`src/rtl/jtkicker_arb_pkg.sv`:
```
// jtkicker_arb_pkg: shared widths, FSM states and the
// round-robin helper for the Kicker SDRAM read arbiter.
package jtkicker_arb_pkg;
  localparam int NSLOT = 4;
  localparam int AW = 22;
  localparam int DW = 16;

  typedef enum logic [1:0] {IDLE, REQ, WAIT} state_t;

  // k-th slot (k=1..3) visited after ptr in the 1..3 ring
  function automatic logic [1:0] rr_slot(
    input logic [1:0] ptr,
    input logic [1:0] k
  );
    logic [2:0] t;
    t = {1'b0, ptr} + {1'b0, k} - 3'd1;
    if (t >= 3'd3) t = t - 3'd3;
    return t[1:0] + 2'd1;
  endfunction
endpackage

```
`src/rtl/jtkicker_sdram_arb_if.sv`:
```
// jtkicker_sdram_arb_if: SDRAM controller side of the arbiter.
// master = arbiter (req/addr out), slave = controller (ack/data out).
interface jtkicker_sdram_arb_if;
  import jtkicker_arb_pkg::*;
  logic          sdram_req;
  logic [AW-1:0] sdram_addr;
  logic          sdram_ack;
  logic          data_dst;
  logic          data_rdy;
  logic [DW-1:0] data_read;

  modport master (
    output sdram_req, sdram_addr,
    input  sdram_ack, data_dst, data_rdy, data_read
  );
  modport slave (
    input  sdram_req, sdram_addr,
    output sdram_ack, data_dst, data_rdy, data_read
  );
endinterface

```
`src/rtl/jtkicker_arb_slot.sv`:
```
// jtkicker_arb_slot: one-word cache per requester. Ports: cs/addr in,
// need/ok/dout out, fill (we/fill_addr/fill_data), clr. JTKICKER_ARB_KEEP_EN.
module jtkicker_arb_slot
  import jtkicker_arb_pkg::*;
(
  input  logic          clk,
  input  logic          rst,
  input  logic          cs,
  input  logic [AW-1:0] addr,
  input  logic          clr,
  input  logic          we,
  input  logic [AW-1:0] fill_addr,
  input  logic [DW-1:0] fill_data,
  output logic          need,
  output logic          ok,
  output logic [DW-1:0] dout
);
  logic [AW-1:0] tag;
  logic [DW-1:0] data;
  logic          valid;
  logic          rise;
  logic          hit;
  logic          fill_hit;

`ifdef JTKICKER_ARB_KEEP_EN
  assign rise = 1'b0;
`else
  logic cs_d;
  always_ff @(posedge clk) begin
    if (rst) cs_d <= 1'b0;
    else     cs_d <= cs;
  end
  // a fresh request never trusts the old entry
  assign rise = cs & ~cs_d;
`endif

  assign hit = cs & valid & ~rise & ~clr & (tag == addr);
  // bypass so ok rises the cycle after data_rdy
  assign fill_hit = cs & we & ~clr & (fill_addr == addr);
  assign need = cs & ~hit;

  always_ff @(posedge clk) begin
    if (rst) begin
      tag   <= '0;
      data  <= '0;
      valid <= 1'b0;
      ok    <= 1'b0;
      dout  <= '0;
    end else begin
      if (we) begin
        tag  <= fill_addr;
        data <= fill_data;
      end
      if (clr)       valid <= 1'b0;
      else if (we)   valid <= 1'b1;
      else if (rise) valid <= 1'b0;
      ok   <= hit | fill_hit;
      dout <= we ? fill_data : data;
    end
  end
endmodule

```
`src/rtl/jtkicker_sdram_arb.sv`:
```
// jtkicker_sdram_arb: 4-slot SDRAM read arbiter, slot 0 fixed priority,
// slots 1-3 round-robin. Ports: clk, rst, downloading, slotN_*, bus.
module jtkicker_sdram_arb
  import jtkicker_arb_pkg::*;
#(
  parameter logic [AW-1:0] SLOT0_OFFSET = 22'h0,
  parameter logic [AW-1:0] SLOT1_OFFSET = 22'h0,
  parameter logic [AW-1:0] SLOT2_OFFSET = 22'h0,
  parameter logic [AW-1:0] SLOT3_OFFSET = 22'h0
) (
  input  logic          clk,
  input  logic          rst,
  input  logic          downloading,
  input  logic          slot0_cs,
  input  logic [AW-1:0] slot0_addr,
  output logic          slot0_ok,
  output logic [DW-1:0] slot0_dout,
  input  logic          slot1_cs,
  input  logic [AW-1:0] slot1_addr,
  output logic          slot1_ok,
  output logic [DW-1:0] slot1_dout,
  input  logic          slot2_cs,
  input  logic [AW-1:0] slot2_addr,
  output logic          slot2_ok,
  output logic [DW-1:0] slot2_dout,
  input  logic          slot3_cs,
  input  logic [AW-1:0] slot3_addr,
  output logic          slot3_ok,
  output logic [DW-1:0] slot3_dout,
  jtkicker_sdram_arb_if.master bus
);
  logic [NSLOT-1:0] cs, need, ok, inflight, cand, we;
  logic [AW-1:0]    addr [NSLOT];
  logic [AW-1:0]    offs [NSLOT];
  logic [DW-1:0]    dout [NSLOT];

  state_t        st, st_nx;
  logic [1:0]    gnt, gnt_nx, rr_ptr, s;
  logic          gnt_vld, take, fill;
  logic [AW-1:0] fetch_addr, req_addr;
  logic          req_q;
  logic          unused_dst;

  assign cs = {slot3_cs, slot2_cs, slot1_cs, slot0_cs};
  assign addr[0] = slot0_addr;
  assign addr[1] = slot1_addr;
  assign addr[2] = slot2_addr;
  assign addr[3] = slot3_addr;
  assign offs[0] = SLOT0_OFFSET;
  assign offs[1] = SLOT1_OFFSET;
  assign offs[2] = SLOT2_OFFSET;
  assign offs[3] = SLOT3_OFFSET;
  assign {slot3_ok, slot2_ok, slot1_ok, slot0_ok} = ok;
  assign slot0_dout = dout[0];
  assign slot1_dout = dout[1];
  assign slot2_dout = dout[2];
  assign slot3_dout = dout[3];

  assign fill = (st == WAIT) & bus.data_rdy;
  assign take = (st == IDLE) & ~downloading & gnt_vld;
  assign bus.sdram_req  = req_q;
  assign bus.sdram_addr = req_addr;
  assign unused_dst = bus.data_dst;

  for (genvar i = 0; i < NSLOT; i++) begin : g_slot
    assign we[i] = fill & (gnt == 2'(i));
    jtkicker_arb_slot u_slot (
      .clk       (clk),
      .rst       (rst),
      .cs        (cs[i]),
      .addr      (addr[i]),
      .clr       (downloading),
      .we        (we[i]),
      .fill_addr (fetch_addr),
      .fill_data (bus.data_read),
      .need      (need[i]),
      .ok        (ok[i]),
      .dout      (dout[i])
    );
  end

  always_comb begin
    inflight = '0;
    for (int i = 0; i < NSLOT; i++)
      inflight[i] = (st != IDLE) && (gnt == 2'(i));
    cand = need & ~inflight;
    gnt_vld = 1'b0;
    gnt_nx = gnt;
    s = 2'd0;
    if (cand[0]) begin
      gnt_vld = 1'b1;
      gnt_nx = 2'd0;
    end else begin
      // descending so the earliest slot in ring order wins
      for (int k = 3; k >= 1; k--) begin
        s = rr_slot(rr_ptr, 2'(k));
        if (cand[s]) begin
          gnt_vld = 1'b1;
          gnt_nx = s;
        end
      end
    end
  end

  always_comb begin
    st_nx = st;
    unique case (st)
      IDLE:    if (take) st_nx = REQ;
      REQ:     if (bus.sdram_ack) st_nx = WAIT;
      WAIT:    if (bus.data_rdy) st_nx = IDLE;
      default: st_nx = IDLE;
    endcase
  end

  always_ff @(posedge clk) begin
    if (rst) begin
      st         <= IDLE;
      gnt        <= 2'd0;
      rr_ptr     <= 2'd0;
      fetch_addr <= '0;
      req_q      <= 1'b0;
      req_addr   <= '0;
    end else begin
      st <= st_nx;
      if (take) begin
        gnt        <= gnt_nx;
        fetch_addr <= addr[gnt_nx];
        req_q      <= 1'b1;
        req_addr   <= addr[gnt_nx] + offs[gnt_nx];
        if (gnt_nx != 2'd0) rr_ptr <= gnt_nx;
      end
      if ((st == REQ) && bus.sdram_ack) req_q <= 1'b0;
    end
  end
endmodule
```
`src/flat_wrapper.sv`:
```
// flat-port wrapper written by rule: the top's interface ports become plain ports
module jtkicker_sdram_arb_flat import jtkicker_arb_pkg::*;
#(
  parameter logic [AW-1:0] SLOT0_OFFSET = 22'h0,
  parameter logic [AW-1:0] SLOT1_OFFSET = 22'h0,
  parameter logic [AW-1:0] SLOT2_OFFSET = 22'h0,
  parameter logic [AW-1:0] SLOT3_OFFSET = 22'h0
)
  (clk, rst, downloading, slot0_cs, slot0_addr, slot0_ok, slot0_dout, slot1_cs, slot1_addr, slot1_ok, slot1_dout, slot2_cs, slot2_addr, slot2_ok, slot2_dout, slot3_cs, slot3_addr, slot3_ok, slot3_dout, bus_sdram_req, bus_sdram_addr, bus_sdram_ack, bus_data_dst, bus_data_rdy, bus_data_read);
  jtkicker_sdram_arb_if bus_i ();
  input  logic clk;
  input  logic rst;
  input  logic downloading;
  input  logic slot0_cs;
  input  logic [AW-1:0] slot0_addr;
  output logic slot0_ok;
  output logic [DW-1:0] slot0_dout;
  input  logic slot1_cs;
  input  logic [AW-1:0] slot1_addr;
  output logic slot1_ok;
  output logic [DW-1:0] slot1_dout;
  input  logic slot2_cs;
  input  logic [AW-1:0] slot2_addr;
  output logic slot2_ok;
  output logic [DW-1:0] slot2_dout;
  input  logic slot3_cs;
  input  logic [AW-1:0] slot3_addr;
  output logic slot3_ok;
  output logic [DW-1:0] slot3_dout;
  output wire logic [$bits(bus_i.sdram_req)-1:0] bus_sdram_req;
  output wire logic [$bits(bus_i.sdram_addr)-1:0] bus_sdram_addr;
  input wire logic [$bits(bus_i.sdram_ack)-1:0] bus_sdram_ack;
  input wire logic [$bits(bus_i.data_dst)-1:0] bus_data_dst;
  input wire logic [$bits(bus_i.data_rdy)-1:0] bus_data_rdy;
  input wire logic [$bits(bus_i.data_read)-1:0] bus_data_read;
  assign bus_sdram_req = bus_i.sdram_req;
  assign bus_sdram_addr = bus_i.sdram_addr;
  assign bus_i.sdram_ack = bus_sdram_ack;
  assign bus_i.data_dst = bus_data_dst;
  assign bus_i.data_rdy = bus_data_rdy;
  assign bus_i.data_read = bus_data_read;
  jtkicker_sdram_arb #(.SLOT0_OFFSET(SLOT0_OFFSET), .SLOT1_OFFSET(SLOT1_OFFSET), .SLOT2_OFFSET(SLOT2_OFFSET), .SLOT3_OFFSET(SLOT3_OFFSET)) u_core (.clk(clk), .rst(rst), .downloading(downloading), .slot0_cs(slot0_cs), .slot0_addr(slot0_addr), .slot0_ok(slot0_ok), .slot0_dout(slot0_dout), .slot1_cs(slot1_cs), .slot1_addr(slot1_addr), .slot1_ok(slot1_ok), .slot1_dout(slot1_dout), .slot2_cs(slot2_cs), .slot2_addr(slot2_addr), .slot2_ok(slot2_ok), .slot2_dout(slot2_dout), .slot3_cs(slot3_cs), .slot3_addr(slot3_addr), .slot3_ok(slot3_ok), .slot3_dout(slot3_dout), .bus(bus_i));
endmodule
```
`config.mk`:
```
export PLATFORM = sky130hd
export DESIGN_NAME = jtkicker_sdram_arb_flat
export DESIGN_NICKNAME = d
export VERILOG_FILES = /design/src/rtl/jtkicker_arb_pkg.sv /design/src/rtl/jtkicker_sdram_arb_if.sv /design/src/rtl/jtkicker_arb_slot.sv /design/src/rtl/jtkicker_sdram_arb.sv /design/src/flat_wrapper.sv
export SDC_FILE = /design/constraint.sdc
export NUM_CORES = 1
export LEC_CHECK = 0
export ABC_AREA = 1
export CELL_PAD_IN_SITES_DETAIL_PLACEMENT = 0
export CELL_PAD_IN_SITES_GLOBAL_PLACEMENT = 1
export CORE_ASPECT_RATIO = 0.6
export CORE_UTILIZATION = 33
export DETAILED_ROUTE_END_ITERATION = 6
export GPL_ROUTABILITY_DRIVEN = 1
export PLACE_DENSITY_LB_ADDON = 0.1
export SLEW_MARGIN = 25
export SYNTH_ARGS = -nofsm -noshare
export SYNTH_HDL_FRONTEND = slang
export SYNTH_HIERARCHICAL = 1
export SYNTH_SLANG_ARGS = --single-unit
```
`constraint.sdc`:
```
create_clock -name clk -period 2.2 [get_ports clk]
set_input_delay 0.44 -clock clk [delete_from_list [all_inputs] [get_ports clk]]
set_output_delay 0.44 -clock clk [all_outputs]
set_load 0.05 [all_outputs]
```
==> impl_metrics.ini, run 1 <==
[finish]
multi_input_area_um2 = 6820
finalNonFillerCells = 2891
drive_gt1_share_pct = 24.8
regArea_um2 = 3910
final_util_pct = 51.5
antenna_cells = 0
final_nets = 2535
fillers = 3519
synthToLayoutAreaGrowth_pct = 50.9

[yosys]
yosysTopAreaCell = dfxtp_1
syn_area_um2 = 11700
synth_fp_nets = 2119
ys_types = 30
synth_xor_area_share_pct = 0.899
synth_ff_type = dfxtp_1
synthAdderAreaFrac_pct = 0.214
synth-simple-area-share_pct = 39.3
yosysMostFrequentCell = nand2_1
synth_common_cells = 719 x nand2_1, 353 x inv_1, 251 x nor2_1
synth_seq_cells = 193
synthCells = 2003
yosysTopAreaCellShare_pct = 33.0
synth.top_cells.by_area = dfxtp_1 33%, nand2_1 23%, inv_1 11%
async_reset_ff_share_pct = 0
syn_avg_cell_area_um2 = 5.84
muxShareOfSynthArea_pct = 0
ys_seq_area_share_pct = 33.0
synth_compound_area_share_pct = 10.5
synth_enable_flop_cells = 0
synth_top_family_by_area = simple AND/OR/NAND/NOR gates
ys_warn_count = 6

[global_route]
antenna_found_initial = 0
grtUsageTotal_pct = 27.1
grt_pass1_wl_mm = 73.2
overflow = 0
grt_pass1_vias = 12315
grt_max_degree = 50

[power_and_ir_drop]
finalPower_mw = 14.3
intPower_mw = 7.88
netSwitchingFraction_pct = 44.9
clockPowerShare_pct = 22.4
power_switching_mw = 6.41
pwr-share-comb_pct = 48.9
seq_power_share_pct = 28.6
p_leak_nw = 8.43
powerDensity_nw_per_um2 = 810
ir_worst_vdd_v = 0.000602

[floorplanning]
die_y_um = 148
num_io_pins = 205
rows = 52
initial_core_util_pct = 34.1
dieArea_um2 = 36200
core_area_um2 = 34300
die_w_um = 245

[timing]
fin_ws_ns = -0.344
slew_viol_final = 0
finalCritPeriodShare_pct = 116
hold_ws_ns = 0.294
rsz0062_at_grt = true
skew_ns = 0.0129
fmax_mhz = 393
setup_viol = 28
min_period_ns = 2.54
max-slew-margin-rel_pct = 50.4
hold_viol_final = 0
worst_pin_slew_ns = 0.742

[worst_setup_path]
crit_chain = buf_6 > nand2_2 > o21ai_2 > nor2_1 > nand2_1 > nor2_2 > nand3_2 > nand2_4 > inv_4 > nand3_2 > nand2_1 > nand2_2 > nand2_4 > o21ai_4 > nand2_4 > nand2_8 > buf_12 > buf_8 > nand2_2 > nand3_2 > nand3_2 > nand2_1 > inv_1
rr_worst_depth = 23
rr_startpoint = u_core/g_slot[3].u_slot/tag[3]
max_stage_delay_ns = 0.33
reg2reg_slack_ns = -0.34
worst-path-buf-inv = 5
reg2reg_to = u_core/fetch_addr[15]
path_max_fanout = 7
path_delay_family = simple AND/OR/NAND/NOR gates
crit_type = reg -> reg
critPathSlowestCell = dfxtp_2
start_kind = flip-flop
critPathArrivalTime_ns = 2.91
crit_required_ns = 2.57
crit_path_end_kind = flip-flop
cp_common_cell = nand3_2

[min_path]
hold_start = rst
hold_depth = 2
hold_path.class = in -> reg
min_to = u_core/g_slot[3].u_slot/data[11]

[place]
dp_hpwl_mm = 36.7
place.gp.congestion = 0.974
dp_cells = 2827
port_buffers = 203

[clock_tree]
htree_levels = 4
cts_tree = built
clkTransAtPathRegs_ns = 0.08
root_buffer = clkbuf_16
cts.path.max_buffers = 2
clock-sinks = 193
clkLatencyLatePin_ns = 0.47
cts_buffers = 17

[flow_run]
max_cap_viol_count = 0

[status]
violations = DRC, setup timing
outcome = finished with violations

[route]
firstDrtPassIters = 7
drt-total-wl_mm = 50.3
num_vias = 13629
ant_nets = 0
drcViolationCount = 19
drtIter0Drc = 1256
vias_per_cell = 4.71
wl_per_cell_um = 17.4
-- power by group through the flow --
stage | clock network, mW | registers, mW | logic [mW]
6_report | 3.21 | 4.09 | 6.99
5_1_grt | 3.43 | 4.10 | 7.34
2_1_floorplan | 0 | 4.35 | 2.50
3_5_place_dp | 0 | 4.15 | 5.12
3_3_place_gp | 0 | 4.15 | 5.09
4_1_cts | 3.26 | 4.07 | 6.27
-- registers in the layout, summed over array words and instances (netlist names) --
| signal | cells |
|---|---|
| u_core/bus.sdram_req | 1 |
| u_core/g_slot.u_slot/valid | 4 |
| u_core/rr_ptr | 2 |
| u_core/g_slot.u_slot/ok | 4 |
| u_core/g_slot.u_slot/cs_d | 4 |
| u_core/g_slot.u_slot/data | 64 |
| u_core/st | 2 |
| u_core/gnt | 2 |
| u_core/fetch_addr | 22 |
| u_core/g_slot.u_slot/tag | 88 |
-- metrics by stage --
stage | worst slack [ns] | cell area, um^2 | TNS, ns
2_1_floorplan | 0.0261 | 11700 | 0
3_3_place_gp | -1.23 | 15800 | -32.85
3_5_place_dp | -1.21 | 15800 | -32.27
4_1_cts | -0.342 | 17100 | -7.87
5_1_grt | -0.500 | 17600 | -12.57
6_report | -0.344 | 17600 | -8.27
-- worst max path at each step --
stage                                                from               endpoint  depth (start not counted)  slack [ns]
after floorplan                            slot3_addr[19]   u_core/fetch_addr[4]                         21        0.03
after global placement                     slot3_addr[21]  u_core/fetch_addr[15]                         22       -1.23
after detailed placement                   slot3_addr[15]   u_core/fetch_addr[8]                         24       -1.21
after CTS                  u_core/g_slot[2].u_slot/tag[3]  u_core/fetch_addr[10]                         23       -0.34
after global routing      u_core/g_slot[2].u_slot/tag[21]   u_core/fetch_addr[7]                         21       -0.50
final                      u_core/g_slot[3].u_slot/tag[3]  u_core/fetch_addr[15]                         23       -0.34
-- layer usage --
layer  track usage, %  vias to the layer above  routed length (um)
met5             2.27                        -                 110
met4             5.94                        2                 950
met3             7.64                       62                4390
met2             39.0                      467               20700
met1             39.2                     6219               24100
li1                 -                     6879                   -
-- layout make-up --
cell class / count / share of cell area [%]
sequential: 193 / 22.1
inverter: 380 / 8.11
multi-input combinational: 1352 / 38.6
tap: 459 / 3.25
timing repair buffer: 475 / 24.7
clock buffer: 17 / 2.41
clock inverter: 15 / 0.815
-- placed cells by master (no fill, tap or decap), types with 33 or more instances in the layout --
| cell | instances |
|---|---|
| a211oi_1 | 92 |
| a21oi_1 | 67 |
| buf_4 | 254 |
| clkdlybuf4s50_1 | 88 |
| dfxtp_1 | 160 |
| dfxtp_2 | 33 |
| dlygate4sd2_1 | 89 |
| inv_1 | 343 |
| inv_2 | 34 |
| nand2_1 | 678 |
| nand2_2 | 38 |
| nand3_1 | 64 |
| nand3_2 | 70 |
| nor2_1 | 213 |
| nor2_2 | 40 |
-- cells by family after synthesis --
kind of cell,count (synthesis)
and+or+nand+nor,1148
buffers and inverters,458
DFF,193
AOI/OAI and AO/OA,190
xor gates and xnor gates,12
adders and majority gates,2
-- repair_timing --
| action | 4_1_cts | 5_1_grt |
|---|---|---|
| gates resized for setup | 218 | 146 |
| hold buffers | 0 | 0 |
| cloned | 7 | 4 |
| pin swaps | 64 | 68 |
| setup endpoints to repair | 28 | 28 |
| buffers inserted | 22 | 5 |
No activity file was read; power rests on OpenSTA's default activity.
==> run 2: changes to the inputs <==
- PLACE_DENSITY: default -> 0.75
- PLACE_DENSITY_LB_ADDON: 0.1 -> default
==> run 2 against run 1 <==
Net effect: the run ends with setup timing left; via count increased by 0.43%; register-to-register slack got worse by 0.096 ns; cell count unchanged; sequential power decreased by 1%; combinational power decreased by 7.0%; hold slack improved by 0.088 ns; clock power decreased by 3%; maximum frequency decreased by 4.4%; clock-buffer cell count increased by 1; utilization decreased by 0.87 points; critical path depth unchanged; largest power group unchanged.
==> impl_metrics.ini, run 2 (synthesis gave the netlist of run 1 again) <==
[worst_setup_path]
cp_common_cell = nand2_2
crit_chain = dlygate4sd2_1 > o21ai_0 > nor2_2 > nand2_1 > nor2_2 > nand3_2 > nand2_2 > inv_2 > nand3_2 > nand3_2 > nand2_2 > buf_6 > nand2_2 > nand2_2 > nand2_2 > buf_6 > a21oi_4 > buf_12 > clkbuf_16 > nand3_4 > nand3_2 > nand2_1 > inv_1
path_max_fanout = 5
crit_required_ns = 2.60
worst-path-buf-inv = 7
max_stage_delay_ns = 0.36
crit_type = in -> reg
critPathArrivalTime_ns = 3.06
start_kind = input port
crit_path_end_kind = flip-flop
path_delay_family = simple AND/OR/NAND/NOR gates
critPathSlowestCell = dlygate4sd2_1

[place]
place_area_um2 = 15700
port_buffers = 203
place.gp.congestion = 0.945
dp_hpwl_mm = 36.7

[timing]
rsz0062_at_grt = true
fin_ws_ns = -0.462
hold_ws_ns = 0.382
fmax_mhz = 376
worst_pin_slew_ns = 0.797
hold_viol_final = 0
max-slew-margin-rel_pct = 46.8
slew_viol_final = 0
min_period_ns = 2.66
setup_viol = 29
finalCritPeriodShare_pct = 121
finalSetupTns_ns = -11.02
skew_ns = 0.0137

[finish]
final_nets = 2535
fillers = 3510
regMostFlops = u_core/g_slot.u_slot/tag
final_cell_mix = 698 x nand2_1, 344 x inv_1, 256 x buf_4
layout_commonest_cell = nand2_1
largest_register_ffs = 88
drive_gt1_share_pct = 21.9
final_area_um2 = 17300
synthToLayoutAreaGrowth_pct = 48.3
largestRegisters = u_core/g_slot.u_slot/tag (88), u_core/g_slot.u_slot/data (64), u_core/fetch_addr (22)
antenna_cells = 0

[clock_tree]
cts.path.max_buffers = 2
clkTransAtPathRegs_ns = 0.08
cts_buffers = 17
htree_levels = 4
clock-sinks = 193
clkLatencyLatePin_ns = 0.46
cts_tree = built
root_buffer = clkbuf_16
ctsHoldBuffers = 0

[global_route]
overflow = 0
grtUsageTotal_pct = 27.0
grt_pass1_wl_mm = 73.7
antenna_found_initial = 0
grt_pass1_vias = 12699
grt_max_degree = 49

[route]
drt-total-wl_mm = 49.5
ant_nets = 0
num_vias = 13688
wl_per_cell_um = 17.1
drcViolationCount = 0
firstDrtPassIters = 6
drtIter0Drc = 1222
vias_per_cell = 4.73

[power_and_ir_drop]
ir_worst_vdd_v = 0.000620
p_leak_nw = 8.29
powerDensity_nw_per_um2 = 788

[floorplanning]
die_w_um = 245
core_area_um2 = 34300
die_y_um = 148
dieArea_um2 = 36200
rows = 52
initial_core_util_pct = 34.1
num_io_pins = 205

[status]
outcome = finished with violations
violations = setup timing

[min_path]
hold_path.class = in -> reg

[flow_run]
max_cap_viol_count = 0
[run 2: changes by cell type in the layout (fill, tap and decap cells not counted), moves of 6 or more]
cell     previous run  this run
dfxtp_1           160       166
dfxtp_2            33        27
nand2_1           678       698
nand2_2            38        27
nand2_4            15         6
nand3_1            64        97
nand3_2            70        37
[run 2: report_power, final]
group	internal [mW]	switching [mW]	total (mW)
Clock	1.49	1.63	3.12
Combinational	2.52	3.98	6.50
Sequential	3.65	0.401	4.05
Total	7.66	6.01	13.7
[run 2: area by class of cell]
| type | instances | area [um^2] | share of cell area [%] |
|---|---|---|---|
| Inverter | 380 | 1430 | 8.24 |
| Timing Repair Buffer | 474 | 4340 | 25.0 |
| Clock buffer | 18 | 429 | 2.47 |
| Clock inverter | 14 | 130 | 0.750 |
| Tap cell | 459 | 574 | 3.31 |
| Sequential cell | 193 | 3900 | 22.5 |
| Multi-Input combinational cell | 1353 | 6550 | 37.7 |
[run 2: repair_timing]
action	CTS	global route
resized for setup	189	92
cloned	7	2
buffers inserted	27	6
pin swaps	41	52
setup endpoints to repair	28	29
[run 2: final timing paths]
path,startpoint,end,slack [ns],depth (start not counted)
setup / recovery,slot0_addr[21],u_core/fetch_addr[2],-0.46,23
hold / removal,rst,u_core/g_slot[2].u_slot/data[5],0.38,2
setup reg to reg,u_core/g_slot[0].u_slot/tag[6],u_core/fetch_addr[2],-0.44,22
hold reg to reg,u_core/g_slot[1].u_slot/data[10],u_core/g_slot[1].u_slot/data[10],0.46,2
[run 2: layer usage]
| layer | GRT usage (%) | wire, um | up-vias | part of all wire, % |
|---|---|---|---|---|
| li1 | - | - | 6881 | - |
| met1 | 39.1 | 24000 | 6292 | 48 |
| met2 | 39.6 | 20500 | 469 | 41 |
| met3 | 7.23 | 4370 | 46 | 8.8 |
| met4 | 5.41 | 631 | 0 | 1.3 |
| met5 | 0 | 0 | - | 0 |
[run 2: through the flow]
| stage | instances | utilization (%) | total power [mW] | worst slack, ns |
|---|---|---|---|---|
| detailed placement | 2817 | 45.9 | 9.08 | -1.40 |
| finish | 2891 | 50.6 | 13.7 | -0.462 |
| global route | 2891 | 50.6 | 14.3 | -0.550 |
| floorplan | 2003 | - | 6.84 | 0.0261 |
| global placement | 2817 | 45.9 | 9.06 | -1.45 |
| CTS | 2883 | 49.3 | 13.0 | -0.345 |
